File: src/rtl/csel_pkg.sv
// Shared defaults and parameter legality checks for the pipelined carry-select adder.
package csel_pkg;

  localparam int CSEL_WIDTH_DEF  = 16;
  localparam int CSEL_BLOCK_DEF  = 4;
  localparam int CSEL_STAGES_DEF = 2;

  function automatic bit csel_width_ok(input int width);
    return (width >= 4) && (width <= 64);
  endfunction

  function automatic bit csel_block_ok(input int width, input int block);
    return (block >= 1) && (block <= width) && ((width % block) == 0);
  endfunction

  function automatic bit csel_stages_ok(input int width, input int block, input int stages);
    int nb;
    nb = width / block;
    return (stages >= 1) && (stages <= nb) && ((nb % stages) == 0);
  endfunction

  function automatic bit csel_params_ok(input int width, input int block, input int stages);
    if (!csel_width_ok(width)) return 1'b0;
    if (!csel_block_ok(width, block)) return 1'b0;
    return csel_stages_ok(width, block, stages);
  endfunction

endpackage

File: src/rtl/csel_block.sv
// One carry-select block: both carry-in hypotheses are summed in parallel and
// the incoming carry picks the result.
module csel_block #(
  parameter int BLOCK = 4
) (
  input  logic [BLOCK-1:0] a,
  input  logic [BLOCK-1:0] b,
  input  logic             cin,
  output logic [BLOCK-1:0] sum,
  output logic             cout
);

  logic [BLOCK:0] res_c0;
  logic [BLOCK:0] res_c1;

  assign res_c0 = {1'b0, a} + {1'b0, b};
  assign res_c1 = {1'b0, a} + {1'b0, b} + {{BLOCK{1'b0}}, 1'b1};

  assign {cout, sum} = cin ? res_c1 : res_c0;

endmodule

File: src/rtl/csel_adder_pipe.sv
// Pipelined carry-select adder with valid/ready handshake.
// Optional signed-overflow output enabled by defining CSEL_ADDER_OVERFLOW_EN.
import csel_pkg::*;

module csel_adder_pipe #(
  parameter int WIDTH  = CSEL_WIDTH_DEF,
  parameter int BLOCK  = CSEL_BLOCK_DEF,
  parameter int STAGES = CSEL_STAGES_DEF
) (
  input  logic             clk,
  input  logic             rst,
  input  logic             in_valid,
  output logic             in_ready,
  input  logic [WIDTH-1:0] a,
  input  logic [WIDTH-1:0] b,
  input  logic             cin,
  output logic             out_valid,
  input  logic             out_ready,
  output logic [WIDTH-1:0] sum,
`ifdef CSEL_ADDER_OVERFLOW_EN
  output logic             ovf,
`endif
  output logic             cout
);

  localparam int NB  = WIDTH / BLOCK;
  localparam int BPS = NB / STAGES;

  if (!csel_params_ok(WIDTH, BLOCK, STAGES)) begin : g_illegal
    $error("csel_adder_pipe: illegal WIDTH/BLOCK/STAGES combination");
  end

  logic adv;

  // Whole pipeline moves as one unit: either every stage loads or all hold.
  assign adv      = !out_valid || out_ready;
  assign in_ready = adv;

  for (genvar gi = 0; gi < STAGES; gi++) begin : g_stage
    logic [WIDTH-1:0] a_in, b_in, sum_in, sum_next;
    logic             cy_in, vld_in;
    logic [BPS:0]     cy_chain;
    logic [BLOCK-1:0] blk_sum [BPS];

    logic [WIDTH-1:0] a_reg, b_reg, sum_reg;
    logic             cy_reg, vld_reg;

    if (gi == 0) begin : g_head
      assign a_in   = a;
      assign b_in   = b;
      assign sum_in = '0;
      assign cy_in  = cin;
      assign vld_in = in_valid;
    end else begin : g_body
      assign a_in   = g_stage[gi-1].a_reg;
      assign b_in   = g_stage[gi-1].b_reg;
      assign sum_in = g_stage[gi-1].sum_reg;
      assign cy_in  = g_stage[gi-1].cy_reg;
      assign vld_in = g_stage[gi-1].vld_reg;
    end

    assign cy_chain[0] = cy_in;

    for (genvar gj = 0; gj < BPS; gj++) begin : g_blk
      localparam int LO = (gi * BPS + gj) * BLOCK;
      csel_block #(.BLOCK(BLOCK)) u_blk (
        .a    (a_in[LO +: BLOCK]),
        .b    (b_in[LO +: BLOCK]),
        .cin  (cy_chain[gj]),
        .sum  (blk_sum[gj]),
        .cout (cy_chain[gj+1])
      );
    end

    always_comb begin
      sum_next = sum_in;
      for (int k = 0; k < BPS; k++) begin
        sum_next[(gi * BPS + k) * BLOCK +: BLOCK] = blk_sum[k];
      end
    end

    always_ff @(posedge clk) begin
      if (rst) begin
        a_reg   <= '0;
        b_reg   <= '0;
        sum_reg <= '0;
        cy_reg  <= 1'b0;
        vld_reg <= 1'b0;
      end else if (adv) begin
        a_reg   <= a_in;
        b_reg   <= b_in;
        sum_reg <= sum_next;
        cy_reg  <= cy_chain[BPS];
        vld_reg <= vld_in;
      end
    end

    // Operand bits already consumed ride along unchanged; synthesis trims them.
    logic unused_operand_bits;
    assign unused_operand_bits = ^{a_reg, b_reg};
  end

  assign out_valid = g_stage[STAGES-1].vld_reg;
  assign sum       = g_stage[STAGES-1].sum_reg;
  assign cout      = g_stage[STAGES-1].cy_reg;

`ifdef CSEL_ADDER_OVERFLOW_EN
  // Carry into the MSB is recovered from sum^a^b at the top bit.
  assign ovf = cout ^ sum[WIDTH-1]
             ^ g_stage[STAGES-1].a_reg[WIDTH-1]
             ^ g_stage[STAGES-1].b_reg[WIDTH-1];
`endif

endmodule

File: config.mk
export PLATFORM = sky130hd
export DESIGN_NAME = csel_adder_pipe
export DESIGN_NICKNAME = d
export VERILOG_FILES = /design/src/rtl/csel_pkg.sv /design/src/rtl/csel_block.sv /design/src/rtl/csel_adder_pipe.sv
export SDC_FILE = /design/constraint.sdc
export NUM_CORES = 1
export LEC_CHECK = 0
export CORE_MARGIN = 2
export CORE_UTILIZATION = 50
export DETAILED_ROUTE_END_ITERATION = 10
export PLACE_DENSITY = 0.79
export REMOVE_ABC_BUFFERS = 1
export SLEW_MARGIN = 40
export SYNTH_ARGS = -nofsm -noshare
export SYNTH_HDL_FRONTEND = slang
export SYNTH_SLANG_ARGS = --single-unit
File: constraint.sdc
create_clock -name clk -period 4.5 [get_ports clk]
set_input_delay 0.45 -clock clk [delete_from_list [all_inputs] [get_ports clk]]
set_output_delay 0.45 -clock clk [all_outputs]
set_load 0.005 [all_outputs]
After elaboration in Yosys (flattened, before gate mapping)
Cells that the tools add are included.

Logic and storage cells: 22. Output and inout port bits: 19. Bits in registers: 60. Input port bits: 37.

Reductions and logical operators: 2. Mux-type cells: 4. Add/subtract/negate cells: 8.

Operators with widths (count): $add A4 B4 Y5 (4); $add A5 B1 Y5 const B (4); $mux W5 (4); $logic_not A1 Y1 (1); $logic_or A1 B1 Y1 (1).

Longest topological paths before layout
Gate-level depths: netlist of the first run.

Depth after elaboration: 4. Depth in mapped cells: 8. Mapped depth without buffers: 8.

Cells and area by module
A second synthesis of the first run with hierarchy kept.

Cells, all modules: 323. Area, all modules: 2900.3 um2.

By module, submodules not included: csel_adder_pipe (instances 1, seq. area each 880.8 um2, area an instance 1904.3 um2, cells an instance 187); csel_block (instances 4, seq. area each 0.0 um2, area an instance 249.0 um2, cells an instance 34).

Worst setup path after synthesis of the first run
OpenSTA, ideal clock, no wires.

Path type: input to register. From: input a[4]. To: register g_stage[0].cy_reg. Stages on the path: 8. Arrival: 2430 ps. Setup slack: 1938 ps. Required time: 4368 ps. Path buffers: 0. Library setup time: 132 ps. Path through: ha_1 fa_1 ha_1 inv_1 a211oi_1 nor4b_1 nor3_1 or3b_2.

Longest elaborated chain between the ends: 3.

RTL lines: start, declared (RTL line csel_adder_pipe.sv:14) `input logic [WIDTH-1:0] a,`; $add A4 B4 Y5 * (RTL line csel_block.sv:16, csel_block.sv:17); $add A5 B1 Y5 (RTL line csel_block.sv:17) `assign res_c1 = {1'b0, a} + {1'b0, b} + {{BLOCK{1'b0}}, 1'b1};`; $mux W5 * (RTL line csel_block.sv:19) `assign {cout, sum} = cin ? res_c1 : res_c0;`; end signal, assigned (RTL line csel_adder_pipe.sv:93) `cy_reg <= cy_chain[BPS];`; end, declared (RTL line csel_adder_pipe.sv:46) `logic cy_reg, vld_reg;`.

Mark *: on every way between the ends. The rest lies on a longest branch, timed or not. A chain may end at the register's enable or synchronous reset.

Worst setup path after layout of the first run
Ends and elaborated chain as after synthesis.

==> reports/qor.yml, run 1 <==
run_status:
  status: "completed"
timing:
  tns_ps: 0
  rsz0062_at_grt: "false"
  tightest_slew_ps: 704.3
  finalCriticalPeriod_ps: 2904
  setup_viol: 0
  maxSlewHeadroom_pct: 52.90
  fin_crit_sh_pct: 64.54
  slew_viol_final: 0
  max_clock_freq_mhz: 344.3
  finalHoldViolations: 0
  fin_skew_ps: 5.169
drt:
  first_pass_iters: 5
  vias: 2256
  drt-total-wl_um: 4778
  viasPerCell: 5.436
  drc: 0
  wl_per_cell_um: 11.51
  drt-initial-drc-count: 106
  drtAntennaViolNets: 0
placement:
  gp_congestion: 0.8719
  port_buffers: 55
  dp_hpwl_um: 3519
global_routing:
  antenna_found_initial: 0
  met2_usage_pct: 33.53
  grt_usage_pct: 19.07
  grt_pass1_wl_um: 8666
  grtUsageMet1_pct: 23.24
  met3_usage_pct: 4.284
  grt_max_degree: 54
  grt_pass1_vias: 2158
  top_usage_layer: "met2"
  grt_remaining_overflow: 0
finish:
  area_delta_synth_final_pct: 26.47
  drive_above_1_share_pct: 6.322
  antenna-diode-count: 0
  largest_reg_flops: 16
  fin_util_pct: 66.52
  nets: 408
floorplan:
  dieArea_um2: 5653
  start_util_pct: 52.60
  core_um2: 4817
  die_x_um: 75.19
  die_height_um: 75.19
  rows: 25
  io_pins: 56
critical_path:
  cp_top_family: "simple AND/OR/NAND/NOR gates"
  startpoint: "a[4]"
  cpMostUsedCell: "ha_1"
  cp.buffers_inverters: 2
  worst_setup_path_start_kind: "input port"
  cp_slowest_stage_delay_ps: 540
  r2r_start: "g_stage[0].a_reg[8]"
  cp.arrival_ps: 3080
  critPathCaptureType: "register"
  cpMaxStageDelayCell: "nor4b_1"
  cp.required_ps: 4670
  path_class: "in2reg"
  crit_fanout: 4
  path_cells: "clkdlybuf4s50_1, ha_1, fa_1, ha_1, inv_1, a211oi_1, nor4b_1, nor3_1, or3b_2"
clock_network:
  cts_sinks: 44
  cts_buffers: 5
  ctsHoldBuffers: 0
  path_clk_slew_ps: 80
  cts_setup_buffers: 0
  clk_root_buffer_cell: "clkbuf_8"
  htree_levels: 2
  insertion_delay_ps: 290
  clk_path_buf_depth: 2
  cts_tree: "built"
  cts-resized-gates: 0
logic_synthesis:
  syn_inst: 299
  synth.area.top_cells: "dfxtp_1 35%, ha_1 9.9%, nand2_1 7.9%"
  ys_seq_elements: 44
  syn_avg_cell_area_um2: 8.474
  synth_edf_count: 0
  yosysTopAreaCellShare_pct: 34.77
  syn_area_um2: 2534
  synth_common_cells: "53 x nand2_1, 44 x dfxtp_1, 38 x a21oi_1"
  yosysUniqueCellTypes: 52
  yosysSeqAreaShare_pct: 34.77
  yosysWarnings: 0
  synth_top_flop_cell: "dfxtp_1"
  yosysTopAreaCell: "dfxtp_1"
  async_reset_ff_share_pct: 0
  synth.most_common_cell: "nand2_1"
pwr:
  peakVddDrop_mv: 0.1221
  power.total_uw: 993.0
  powerDensity_nw_per_um2: 309.9
  p_leak_nw: 1.338
hold_path:
  hp-class: "reg2reg"
  min_from: "sum[4]"
run:
  maxCapViolations: 0
## cell type report
class	count	area [µm²]
fillers	435	1613
multi-input cells	231	1533
flip-flops and latches	44	880.8
repair buffers	58	573.1
well taps	67	83.83
clock buffers	6	72.57
clock inverters	2	35.03
inverters	7	26.28
## report_power, final
group | total (mW) | switching [mW] | internal (mW)
Combinational | 0.250 | 0.113 | 0.138
Sequential | 0.449 | 0.0220 | 0.427
Clock | 0.294 | 0.129 | 0.165
Total | 0.993 | 0.263 | 0.730
## worst register-to-register path, cell delays in order, from the launching register on
cell and delay, ps:
dfxtp_1 320, ha_1 220, fa_1 530, ha_1 200, nand3_2 110, or4_1 660
a31o_1 280, a311oi_2 220
## cell usage in the layout, fill, tap and decap left out, types with 3 or more instances in the layout
| cell | netlist | final |
|---|---|---|
| nor2b_1 | 4 | 3 |
| dfxtp_1 | 44 | 44 |
| o21ai_0 | 3 | 3 |
| fa_1 | 4 | 4 |
| nand4_1 | 4 | 4 |
| a211oi_1 | 9 | 9 |
| xor2_1 | 8 | 8 |
| nand3b_1 | 4 | 4 |
| a21oi_1 | 38 | 38 |
| nand3_1 | 9 | 9 |
| nor2_1 | 18 | 18 |
| inv_1 | 6 | 6 |
| nand2_1 | 53 | 53 |
| clkbuf_8 | 0 | 5 |
| buf_4 | 0 | 3 |
| and3_1 | 4 | 4 |
| clkdlybuf4s50_1 | 0 | 55 |
| ha_1 | 20 | 20 |
| a21o_1 | 7 | 7 |
| nand2b_1 | 3 | 3 |
## stage by stage
step	hold WS (ps)	area, µm²	setup WS (ps)	std cells
4_1_cts	454.6	3204	1638	415
5_1_grt	471.9	3204	1465	415
2_1_floorplan	425.7	2437	680.1	282
6_report	449.1	3204	1596	415
3_3_place_gp	439.5	3097	1394	407
3_5_place_dp	443.6	3097	1348	407
## logic make-up after synthesis
kind of cell / count (synthesis) / share of synthesized area (%)
adder cells (fa/ha/maj): 24 / 13.04
buffers and inverters: 24 / 4.839
AND/OR/NAND/NOR: 114 / 21.58
multiplexers: 2 / 0.7902
AO/OA/AOI/OAI: 81 / 21.53
flip-flops: 44 / 34.77
XOR/XNOR: 10 / 3.457
## worst paths after layout
kind                       endpoint  slack [ps]  cells after the start
hold reg to reg              sum[4]         450                      2
setup / recovery  g_stage[0].cy_reg        1600                      9
setup reg to reg            sum[15]        1890                      7
hold / removal               sum[4]         450                      2
## per-layer routing
metal	up-vias	wire length (µm)
met3	8	213
met2	57	2280
met4	0	70
li1	1166	-
met5	-	0
met1	1025	2214
Power figures use the tool's default switching activity.
==> inputs of run 2 (changes only) <==
Clock period 4.5 ns to 2.7 ns, I/O delays scaled along.
==> run 2 against run 1 <==
Critical path depth down 1; global-route usage up 0.20 points; first-iteration DRC count down 23%; design area up 2.5%; critical path type unchanged; critical endpoint unchanged; highest routed layer unchanged.
==> reports/qor.yml, run 2 (synthesis results as in run 1) <==
run_status:
  status: "completed"
global_routing:
  grt_max_degree: 53  # -1.9%
  grt_usage_pct: 19.27  # +0.20 points
  antenna_found_initial: 0  # unchanged
  grt_pass1_wl_um: 8618  # -0.55%
  grt_pass1_vias: 2102  # -2.6%
  grt_remaining_overflow: 0  # unchanged
placement:
  placed_area_um2: 3187  # +2.9%
  dp_hpwl_um: 3892  # +11%
  gp_congestion: 0.8196  # -6.0%
  port_buffers: 55  # unchanged
finish:
  drive_above_1_share_pct: 9.722  # +3.4 points
  area_delta_synth_final_pct: 29.63
  fillers: 449  # +3.2%
  largest_reg_flops: 16  # unchanged
  layout_common_cells: "55 x clkdlybuf4s50_1, 53 x nand2_1, 44 x dfxtp_1, 38 x a21oi_1, 20 x ha_1"
  multi_input_area_um2: 1540  # +0.49%
  antenna-diode-count: 0  # unchanged
  final_area_um2: 3284  # +2.5%
  nets: 420  # +2.9%
  layout_commonest_cell: "clkdlybuf4s50_1"
  final-seq-area_um2: 880.8  # unchanged
  fin_util_pct: 68.18  # +1.7 points
timing:
  rsz0062_at_grt: "false"
  fin_skew_ps: 9.020  # +3.851 ps
  finalCriticalPeriod_ps: 2608
  maxSlewHeadroom_pct: 66.27  # +13 points
  tightest_slew_ps: 506.0  # -198.3 ps
  slew_viol_final: 0  # unchanged
  finalHoldViolations: 0  # unchanged
  setup_viol: 0  # unchanged
  max_clock_freq_mhz: 383.4
  fin_crit_sh_pct: 96.60
drt:
  viasPerCell: 5.386  # -0.91%
  wl_per_cell_um: 12.19  # +5.9%
  drc: 0  # unchanged
  drt-initial-drc-count: 82  # -23%
  drtAntennaViolNets: 0  # unchanged
  drt-total-wl_um: 5205  # +8.9%
  vias: 2300  # +2.0%
  first_pass_iters: 4  # -1
critical_path:
  cp.required_ps: 2860  # -1810 ps
  cp.arrival_ps: 2770  # -310 ps
  cp_slowest_stage_delay_ps: 530  # about the same
  cpMaxStageDelayCell: "fa_1"
  crit_fanout: 5  # +1
  worst_setup_path_start_kind: "input port"
  path_class: "in2reg"
  cpMostUsedCell: "ha_1"
  path_cells: "clkdlybuf4s50_1, ha_1, fa_1, ha_1, nand3_2, o311a_2, o2111ai_1, or3b_2"
  critPathCaptureType: "register"
floorplan:
  io_pins: 56  # unchanged
  dieArea_um2: 5653  # unchanged
  die_height_um: 75.19  # unchanged
  rows: 25  # unchanged
  start_util_pct: 52.60  # unchanged
  die_x_um: 75.19  # unchanged
  core_um2: 4817  # unchanged
clock_network:
  cts_tree: "built"
  clk_path_buf_depth: 2  # unchanged
  htree_levels: 2  # unchanged
  clk_root_buffer_cell: "clkbuf_8"
  cts_sinks: 44  # unchanged
  cts_setup_buffers: 0  # unchanged
  insertion_delay_ps: 280  # about the same
  path_clk_slew_ps: 70  # about the same
  cts_buffers: 5  # unchanged
pwr:
  peakVddDrop_mv: 0.2909  # +140%
  powerDensity_nw_per_um2: 490.5  # +58%
  p_leak_nw: 1.391  # +4.0%
run:
  maxCapViolations: 0  # unchanged
hold_path:
  hp-class: "reg2reg"
[run 2: cell types whose count changed in the layout (fill, tap and decap cells not counted)]
| cell | previous run | this run |
|---|---|---|
| clkbuf_8 | 5 | 6 |
| or4_1 | 2 | 0 |
| bufinv_16 | 1 | 0 |
| or4_4 | 0 | 2 |
| clkbuf_1 | 1 | 2 |
| clkinv_2 | 1 | 0 |
| buf_4 | 3 | 15 |
[run 2: path summary, 6_finish.rpt]
| kind | depth (start not counted) | slack, ps | from | to |
|---|---|---|---|---|
| worst max-delay path | 8 | 90 | a[0] | g_stage[0].cy_reg |
| worst min-delay path | 2 | 450 | sum[0] | sum[0] |
| worst max register to register | 7 | 210 | g_stage[0].a_reg[8] | sum[15] |
| worst min register to register | 2 | 450 | sum[0] | sum[0] |
[run 2: worst max-delay path: cells and delay by family]
family | cells | cell delay (ps)
buf+inv | 1 | 400
simple gates | 2 | 580
fa+ha+maj | 3 | 950
compound gates | 2 | 560
[run 2: power breakdown]
| part | internal, mW | total (mW) | switching [mW] | leakage (nW) |
|---|---|---|---|---|
| registers | 0.712 | 0.750 | 0.0378 | 0.365 |
| logic | 0.251 | 0.449 | 0.198 | 0.981 |
| clock network | 0.209 | 0.412 | 0.203 | 0.0455 |
[run 2: per-stage QoR]
step	setup slack, ps	hold WS, ps	instances	total power, mW	setup TNS (ps)
2_1_floorplan	-1018	337.9	282	1.009	-29750
3_3_place_gp	-130.6	440.2	419	1.195	-475.2
3_5_place_dp	-258.9	444.8	419	1.212	-1009
4_1_cts	42.71	456.2	427	1.625	0
5_1_grt	13.31	470.0	427	1.716	0
6_report	91.93	451.6	427	1.611	0
[run 2: metal layers]
metal	vias up	global-route usage, %	routed length [µm]
li1	1184	-	-
met1	1068	23.25	2368
met2	46	36.06	2645
met3	2	4.016	170
met4	0	2.534	21
met5	-	0	0
[run 2: final cells by class]
cell class                      count  share of cell area (%)
Timing Repair Buffer               70                   20.19
Inverter                            7                  0.8000
Tap cell                           67                   2.552
Clock buffer                        8                   2.743
Sequential cell                    44                   26.82
Multi-Input combinational cell    231                   46.90
[run 2: what timing repair did]
action | in CTS | in global routing
hold buffers | 0 | 0
gates resized for setup | 0 | 2
endpoints found under the setup margin | 0 | 6
==> patch: new RTL, settings of run 2 <==
Make the reset (`rst`) asynchronous in one clocked block.
--- a/src/rtl/csel_adder_pipe.sv
+++ b/src/rtl/csel_adder_pipe.sv
@@ -81,3 +81,3 @@
 
-    always_ff @(posedge clk) begin
+    always_ff @(posedge clk or posedge rst) begin
       if (rst) begin
Formal check against the unedited RTL: differs if rst is asserted again (counterexample within 4 cycles, from zero or initial values and one cycle with rst high); with rst held inactive, the same outputs for 10 cycles.
==> patch against run 2 <==
- worst setup slack improved by 70 ps
- final area grew 3.5%
- synthesized area rose by 2.5%
- count of clock-buffer cells in the layout is 2 lower
- sequential cell count did not move
- register-to-register slack worse by 50 ps
- wire length shrank 3.6%
- highest routed layer unchanged
Power is not compared: it rests on default switching activity, and its combinational part moved more than twofold at a synthesized area within 25%.
==> patch: results (changes against run 2) <==
Run status
  – Status: complete, no violations

Final layout
  – Clock buffers: 6 (-2)
  – Multi-Input Combinational: 233 (+0.87%)
  – Layout cells sized above 1: 8.659% (-1.1 points)
  – Non-CTS inverters: 5 (-2)
  – Non-clk buf share: 19.07% (-1.1 points)
  – Final cell count without fillers: 428 (+0.23%)

Synthesis
  – Compound-Gate Fraction of Synth Area: 13.44% (-8.1 points)
  – Multiplexer share of the synthesized area: 0.7707% (-0.019 points)
  – Synth area leaders: dfrtp_1 42%, nand2_1 13%, ha_1 9.6%, fa_1 3.1%, a21oi_1 2.9%
  – Adder-Cell Fraction of Synth Area: 12.72% (-0.32 points)
  – Synth Area in XOR/XNOR: 4.672% (+1.2 points)

Setup path
  – CP max stage delay: 550 ps (+20 ps)
  – RR Endpoint: sum[15]
  – R2R depth: 8 (+1)
  – Reg2Reg Setup Slack: 160 ps (-50 ps)

Pwr
  – Total Power: ~2.3 mW

Detailed routing
  – WL met2: 2590 um (-2.1%)
  – Metal-1 WL: 2199 um (-7.1%)

Timing
  – Worst Hold Slack: 397.4 ps (-54.24 ps)
  – Rel. slew slack: 63.59% (-2.7 points)
  – Setup Skew: 4.265 ps (-4.756 ps)

GRT
  – First-pass GRT wire length: 8818 um (+2.3%)
  – Met1 usage: 21.70% (-1.5 points)
  – Vias in the first global route: 2162 (+2.9%)
  – GR Layer Usage met3: 2.962% (-1.1 points)
  – GRT Util Overall: 18.23% (-1.0 points)

Placement
  – RePlAce Congestion: 0.8262 (+0.81%)
  – Hpwl dp: 3838 um (-1.4%)
-- patch: cell types whose count changed after synthesis, sizes merged, moves of 4 or more --
cell	run 2	this run
nand2	53	89
a31oi	2	8
a311oi	4	0
buf	6	2
dfxtp	44	0
nand3b	4	0
a211oi	9	2
xnor2	2	7
o21ai	3	9
a21oi	38	15
a31o	4	0
dfrtp	0	44
-- patch: worst max path at each step --
| stage | start | endpoint | slack, ps |
|---|---|---|---|
| floorplan | out_valid | g_stage[0].cy_reg | -290 |
| global placement | a[0] | g_stage[0].sum_reg[7] | -100 |
| detailed placement | a[0] | g_stage[0].sum_reg[7] | -150 |
| CTS | g_stage[0].b_reg[8] | sum[15] | 120 |
| global route | g_stage[0].a_reg[8] | sum[15] | 20 |
| finish | g_stage[0].a_reg[8] | sum[15] | 160 |
-- patch: cell families after synthesis --
kind of cell	count (synthesis)
adders and majority gates	24
AOI/OAI and AO/OA	54
xor gates and xnor gates	13
buffers and inverters	16
DFF	44
and+or+nand+nor	140
muxes	2
